<file path="config.mk">
export PLATFORM = sky130hd
export DESIGN_NAME = hitchhike_tx_scheduler
export DESIGN_NICKNAME = d
export VERILOG_FILES = /design/src/rtl/hitchhike_tx_scheduler.sv
export SDC_FILE = /design/constraint.sdc
export NUM_CORES = 1
export LEC_CHECK = 0
export CAP_MARGIN = 20
export CORE_MARGIN = 2
export CORE_UTILIZATION = 60
export CTS_BUF_LIST = sky130_fd_sc_hd__clkbuf_2
export CTS_CLUSTER_SIZE = 25
export DETAILED_ROUTE_END_ITERATION = 10
export PLACE_DENSITY = 0.81
export SLEW_MARGIN = 20
export SYNTH_ARGS = -nofsm -noshare
export SYNTH_HDL_FRONTEND = slang
export SYNTH_SLANG_ARGS = --single-unit
</file>
<file path="constraint.sdc">
create_clock -name clock -period 3.65 [get_ports clock]
set_input_delay 0.73 -clock clock [delete_from_list [all_inputs] [get_ports clock]]
set_output_delay 0.73 -clock clock [all_outputs]
set_load 0.03 [all_outputs]
</file>
<file path="src/rtl/hitchhike_tx_scheduler.sv">
// -----------------------------------------------------------------------------
// hitchhike_tx_scheduler
//
// Packet-level controller for the backscatter data source. Each transmission
// is a preamble field (PREAMBLE_BITS symbols taken from PREAMBLE_PATTERN,
// MSB first) followed by a payload field (PAYLOAD_BITS symbols of the data
// source's rotating pattern). Both fields are aligned to a symbol counter
// that mirrors the data source's own tick counter. A packet is followed by a
// GAP_CYCLES-long idle gap with trigger low, which reloads the data source.
//
// Ports:
//   clock         in   single clock
//   reset         in   asynchronous, active-low reset
//   enable        in   global enable; low aborts any packet in flight
//   start         in   one-cycle packet request, sampled only in IDLE
//   trigger       out  high for the whole packet (preamble + payload)
//   sending       out  high during preamble and payload
//   head          out  current preamble bit (0 outside the preamble)
//   datacmd       out  0 = preamble (head), 1 = payload (pattern shift)
//   busy          out  high in every state except IDLE
//   done          out  one-cycle pulse in the first gap cycle of a packet
//   packet_count  out  completed packets, wraps 16'hFFFF -> 0
//
// Optional feature (compile-time macro TX_REPEAT_EN):
//   defined   - at the end of the gap the block goes straight back to the
//               preamble while enable stays high (back-to-back packets).
//   undefined - the gap always returns to IDLE; one packet per start.
//
// All outputs are registered: they are decoded from the next-state values
// and captured on the same edge as the state, so there is no combinational
// path from inputs to outputs.
// -----------------------------------------------------------------------------
module hitchhike_tx_scheduler #(
  parameter int unsigned      SYMBOL_TICKS     = 50,
  parameter int unsigned      PREAMBLE_BITS    = 8,
  parameter logic [31:0]      PREAMBLE_PATTERN = 32'h000000A5,
  parameter int unsigned      PAYLOAD_BITS     = 144,
  parameter int unsigned      GAP_CYCLES       = 100
) (
  input  logic        clock,
  input  logic        reset,
  input  logic        enable,
  input  logic        start,
  output logic        trigger,
  output logic        sending,
  output logic        head,
  output logic        datacmd,
  output logic        busy,
  output logic        done,
  output logic [15:0] packet_count
);

  // Terminal values of the down/up counters.
  localparam logic [15:0] SYM_LAST = 16'(SYMBOL_TICKS - 1);
  localparam logic [15:0] PRE_LAST = 16'(PREAMBLE_BITS - 1);
  localparam logic [15:0] PAY_LAST = 16'(PAYLOAD_BITS - 1);
  localparam logic [15:0] GAP_LAST = 16'(GAP_CYCLES - 1);

  typedef enum logic [1:0] {
    ST_IDLE     = 2'd0,
    ST_PREAMBLE = 2'd1,
    ST_PAYLOAD  = 2'd2,
    ST_GAP      = 2'd3
  } state_t;

  // Current state and counters.
  state_t      state;
  logic [15:0] sym_cnt;   // tick within the current symbol, 0..SYMBOL_TICKS-1
  logic [15:0] bit_cnt;   // symbols remaining in the current field
  logic [15:0] gap_cnt;   // gap cycles remaining

  // Next-state values.
  state_t      state_n;
  logic [15:0] sym_n;
  logic [15:0] bit_n;
  logic [15:0] gap_n;
  logic [15:0] count_n;
  logic        done_n;

  // Next output values, decoded from the next state.
  logic        trigger_n;
  logic        sending_n;
  logic        head_n;
  logic        datacmd_n;
  logic        busy_n;

  // End of the current symbol period.
  logic sym_end;
  assign sym_end = (sym_cnt == SYM_LAST);

  // ---------------------------------------------------------------------------
  // Next-state logic
  // ---------------------------------------------------------------------------
  always_comb begin
    // NOTE: every signal gets a default first so no path leaves it unassigned;
    // a missing default in always_comb infers a latch.
    state_n = state;
    sym_n   = sym_cnt;
    bit_n   = bit_cnt;
    gap_n   = gap_cnt;
    count_n = packet_count;
    done_n  = 1'b0;

    case (state)
      ST_IDLE: begin
        if (start && enable) begin
          state_n = ST_PREAMBLE;
          sym_n   = '0;
          bit_n   = PRE_LAST;
        end
      end

      ST_PREAMBLE: begin
        if (sym_end) begin
          sym_n = '0;
          if (bit_cnt == '0) begin
            state_n = ST_PAYLOAD;
            bit_n   = PAY_LAST;
          end else begin
            bit_n = bit_cnt - 16'd1;
          end
        end else begin
          sym_n = sym_cnt + 16'd1;
        end
      end

      ST_PAYLOAD: begin
        if (sym_end) begin
          sym_n = '0;
          if (bit_cnt == '0) begin
            // Last payload symbol finished: report completion on the same
            // edge that drops trigger.
            state_n = ST_GAP;
            gap_n   = GAP_LAST;
            done_n  = 1'b1;
            count_n = packet_count + 16'd1;
          end else begin
            bit_n = bit_cnt - 16'd1;
          end
        end else begin
          sym_n = sym_cnt + 16'd1;
        end
      end

      ST_GAP: begin
        if (gap_cnt == '0) begin
`ifdef TX_REPEAT_EN
          // Back-to-back mode: the gap was the only spacing required.
          state_n = ST_PREAMBLE;
          sym_n   = '0;
          bit_n   = PRE_LAST;
`else
          state_n = ST_IDLE;
`endif
        end else begin
          gap_n = gap_cnt - 16'd1;
        end
      end

      default: begin
        state_n = ST_IDLE;
      end
    endcase

    // Abort has priority over everything: no done, count untouched.
    if (!enable) begin
      state_n = ST_IDLE;
      sym_n   = '0;
      bit_n   = '0;
      gap_n   = '0;
      count_n = packet_count;
      done_n  = 1'b0;
    end
  end

  // ---------------------------------------------------------------------------
  // Output decode from the next state (captured in the register below)
  // ---------------------------------------------------------------------------
  always_comb begin
    trigger_n = 1'b0;
    sending_n = 1'b0;
    head_n    = 1'b0;
    datacmd_n = 1'b0;
    busy_n    = (state_n != ST_IDLE);

    case (state_n)
      ST_PREAMBLE: begin
        trigger_n = 1'b1;
        sending_n = 1'b1;
        head_n    = PREAMBLE_PATTERN[bit_n[4:0]];
      end
      ST_PAYLOAD: begin
        trigger_n = 1'b1;
        sending_n = 1'b1;
        datacmd_n = 1'b1;
      end
      default: begin
        trigger_n = 1'b0;
      end
    endcase
  end

  // ---------------------------------------------------------------------------
  // State, counter and output registers
  // ---------------------------------------------------------------------------
  always_ff @(posedge clock or negedge reset) begin
    // NOTE: all state here is plain registers (no memory arrays), so every
    // flop is cleared by the asynchronous reset.
    if (!reset) begin
      state        <= ST_IDLE;
      sym_cnt      <= '0;
      bit_cnt      <= '0;
      gap_cnt      <= '0;
      packet_count <= '0;
      trigger      <= 1'b0;
      sending      <= 1'b0;
      head         <= 1'b0;
      datacmd      <= 1'b0;
      busy         <= 1'b0;
      done         <= 1'b0;
    end else begin
      // NOTE: non-blocking assignments so every register samples the
      // pre-edge values, independent of statement order.
      state        <= state_n;
      sym_cnt      <= sym_n;
      bit_cnt      <= bit_n;
      gap_cnt      <= gap_n;
      packet_count <= count_n;
      trigger      <= trigger_n;
      sending      <= sending_n;
      head         <= head_n;
      datacmd      <= datacmd_n;
      busy         <= busy_n;
      done         <= done_n;
    end
  end

endmodule

</file>
==> impl_results.md <==
- Status: finished clean
- Sequential area share after synthesis: 0.446
- Finished Layout Cells: about 530
- Power per cell area: around 360 mW/mm^2
- DP Wirelength: between 6000 and 7000 um
- Endpoints failing setup: 0
- Ys Warns: 0
- Pre-antenna DRT Iters: 5
- CP Capture Type: flop
- Actual slew at the worst max-slew pin: between 1 and 1.5 ns
- Vias in the first global route: 3140
- Antenna violations before repair: 0
- Clk root buf: clkbuf_2
- # nets final: 470
- Critical Path Start: bit_cnt[9]$_DFFE_PN0P_
- Ports: 26
- Hold Vio Cnt, Final: 0
- Synth Flop Type: dfrtp_1
- Syn_nets: between 400 and 500
- RSZ-0062 raised after global routing: false
- Slew Viols, Final: 0
- All-layer global routing usage: 0.252
- CTS Sinks: just over 70
- CTS tree: built
- Post-layout min period: 3.18 ns
- Clock buffer count from CTS: 9
- Achievable Freq: around 310 MHz
- Min-delay worst type: primary input to asynchronous set/reset pin
- Tcrit/Tclk final: 0.872
- DIE HEIGHT: between 80 and 90 um
- Routability cong.: just under 0.9
- Iteration-0 DRC Markers: about 210
- # rows: 29
- Hold slack: about 0.38 ns
- CP dominant cell by count: a21oi_1
- Crit-path cells: or4_1 -> nor4_1 -> a21oi_1 -> o31ai_2 -> a21oi_1 -> o21ba_2
- Max VDD drop: ~0.21 mV
- Slowest CP cell: o31ai_2
- Util after Layout: 0.694
- Flip-flop and latch area: around 0.0018 mm^2
- Mapped Cells: about 430
- Post-CTS sizing: 0
- Worst Slack Setup Final: between 0.4 and 0.5 ns
- Slew HR: 0.318
- Area grow syn2layout: 11.3%
- Core area: around 0.0064 mm^2
- Worst skew pair latency: slightly above 0.5 ns
- Setup bufs post-CTS: 0
- Flops & latches, synth: 71
- # diodes: 0
- Fill count: 485
- Post-detailed-route wirelength per cell: 16.2 um
- Die Width: about 85 um
- Overflow after GRT: 0
- Setup slack at placement: a little under 0.5 ns
- Inst Count DP: approximately 520
- Hold buffers post-CTS: 0
- Fin area: between 0.004 and 0.005 mm^2
- Avg Cell Area, Syn: between 9 and 10 um^2
- Clock Skews: roughly 0.027 ns
- Worst-case clock buffer depth: 2
- Routed Antenna Nets: 0
- H-tree depth: 3
- Initial Utilization: 0.623
- Layout cells sized above 1: 0.0832
- Port Buffers: 25
- Via/cell ratio: 6.27
- WP data required: 4.05 ns
- Total power: between 1.5 and 2 mW
- Wirelength, routed: about 8600 um
- Multi-input logic area: ~0.002 mm^2
- Clock Pin Slew Worst Setup and Hold Paths: roughly 0.2 ns
- CP Data Arrival Time: 3.58 ns
- Yosys cell types: 58
- Max-cap violations: 0
- First-pass GRT wire length: ~15000 um
- Leakage: 1.95 nW
- Critical Path Start Type: flop
- # DRC: 0
- Die area: 0.00730 mm^2
- Crit path kind: flop to flop
- Largest net degree at the start of global routing: just over 70
- Vias: around 3300
- Netlist area before placement: roughly 0.0040 mm^2
- CP max FO: 15
- Setup TNS: 0 ns
- Post-DP Area: 0.00430 mm^2
- RR Startpoint: bit_cnt[9]$_DFFE_PN0P_
- EDFF count, synth: 0
- Slowest stage delay, CP: between 0.8 and 0.9 ns
- Fraction of registers with async set/reset: 1.00
final cells by class:
class / instances / area share
clock buffer: 9 / 0.0102
clock inverter: 6 / 0.0195
inverter: 18 / 0.0152
multi-input combinational: 320 / 0.463
sequential: 71 / 0.401
tap: 77 / 0.0217
timing repair buffer: 33 / 0.0689
where the power goes:
part | internal (mW) | total, mW | switching (mW)
Sequential | 0.812 | 0.836 | 0.0243
Clock | 0.222 | 0.499 | 0.277
Combinational | 0.0908 | 0.258 | 0.167
routing by layer:
layer | global-route usage | part of all wire | vias to the layer above | routed length (um)
li1 | - | - | 1610 | -
met1 | 0.336 | 0.44 | 1603 | 3770
met2 | 0.407 | 0.49 | 107 | 4230
met3 | 0.0438 | 0.048 | 27 | 414
met4 | 0.108 | 0.025 | 0 | 220
met5 | 0 | 0 | - | 0
flip-flops by register name, summed over array words and instances (netlist names):
name	cells
bit_cnt	16
gap_cnt	16
packet_count	16
sym_cnt	16
state	2
busy	1
datacmd	1
done	1
head	1
sending	1
placed cells by master, fill, tap and decap left out, types with 8 or more instances in the layout:
| cell type | count |
|---|---|
| o21ai_0 | 27 |
| xor2_1 | 13 |
| a21oi_1 | 22 |
| and3_1 | 8 |
| clkbuf_2 | 9 |
| nand3_1 | 16 |
| clkdlybuf4s50_1 | 24 |
| inv_1 | 18 |
| xnor2_1 | 17 |
| o31ai_1 | 9 |
| ha_1 | 13 |
| nor2_1 | 51 |
| or4_1 | 11 |
| buf_4 | 8 |
| or3_1 | 11 |
| dfrtp_1 | 71 |
| nor4_1 | 8 |
| nand2_1 | 21 |
| nand4_1 | 16 |
critical path, delay by kind of cell (launching register included):
kind               cells  cell delay, ns
AOI/OAI and AO/OA      4            1.46
DFF                    1            0.48
and+or+nand+nor        2            1.15
synth_stat cells (5+ instances only):
cell,number,share of area
xor2_1,13,0.029
inv_1,18,0.017
or3_1,11,0.017
a21oi_1,22,0.028
or4_1,11,0.021
o31ai_1,9,0.017
a31oi_1,6,0.0094
xnor2_1,17,0.037
ha_1,13,0.041
clkbuf_1,10,0.0094
nand2_1,21,0.020
nand4_1,16,0.025
nor3_1,7,0.0088
dfrtp_1,71,0.45
nand3_1,16,0.020
nor2_1,51,0.048
o21ai_0,27,0.034
nand2b_1,5,0.0079
nor4_1,8,0.013
and3_1,8,0.013
cells by family after synthesis:
logic type | share of synthesized area
adder cells (fa/ha/maj) | 0.0409
AO/OA/AOI/OAI | 0.170
multiplexers | 0.00566
AND/OR/NAND/NOR | 0.233
flip-flops | 0.446
XOR/XNOR | 0.0660
buffers and inverters | 0.0377
final timing paths:
path / end / slack, ns / cells past startpoint
max in group asynchronous: bit_cnt[15]$_DFFE_PN0P_ / 2.67 / 2
min in group clock: packet_count[15]$_DFFE_PN0P_ / 0.48 / 1
worst min register to register: packet_count[15]$_DFFE_PN0P_ / 0.48 / 1
worst max register to register: bit_cnt[7]$_DFFE_PN0P_ / 0.47 / 6
worst min-delay path: gap_cnt[4]$_DFFE_PN0P_ / 0.38 / 2
worst max-delay path: bit_cnt[7]$_DFFE_PN0P_ / 0.47 / 6
Power figures use the tool's default switching activity.
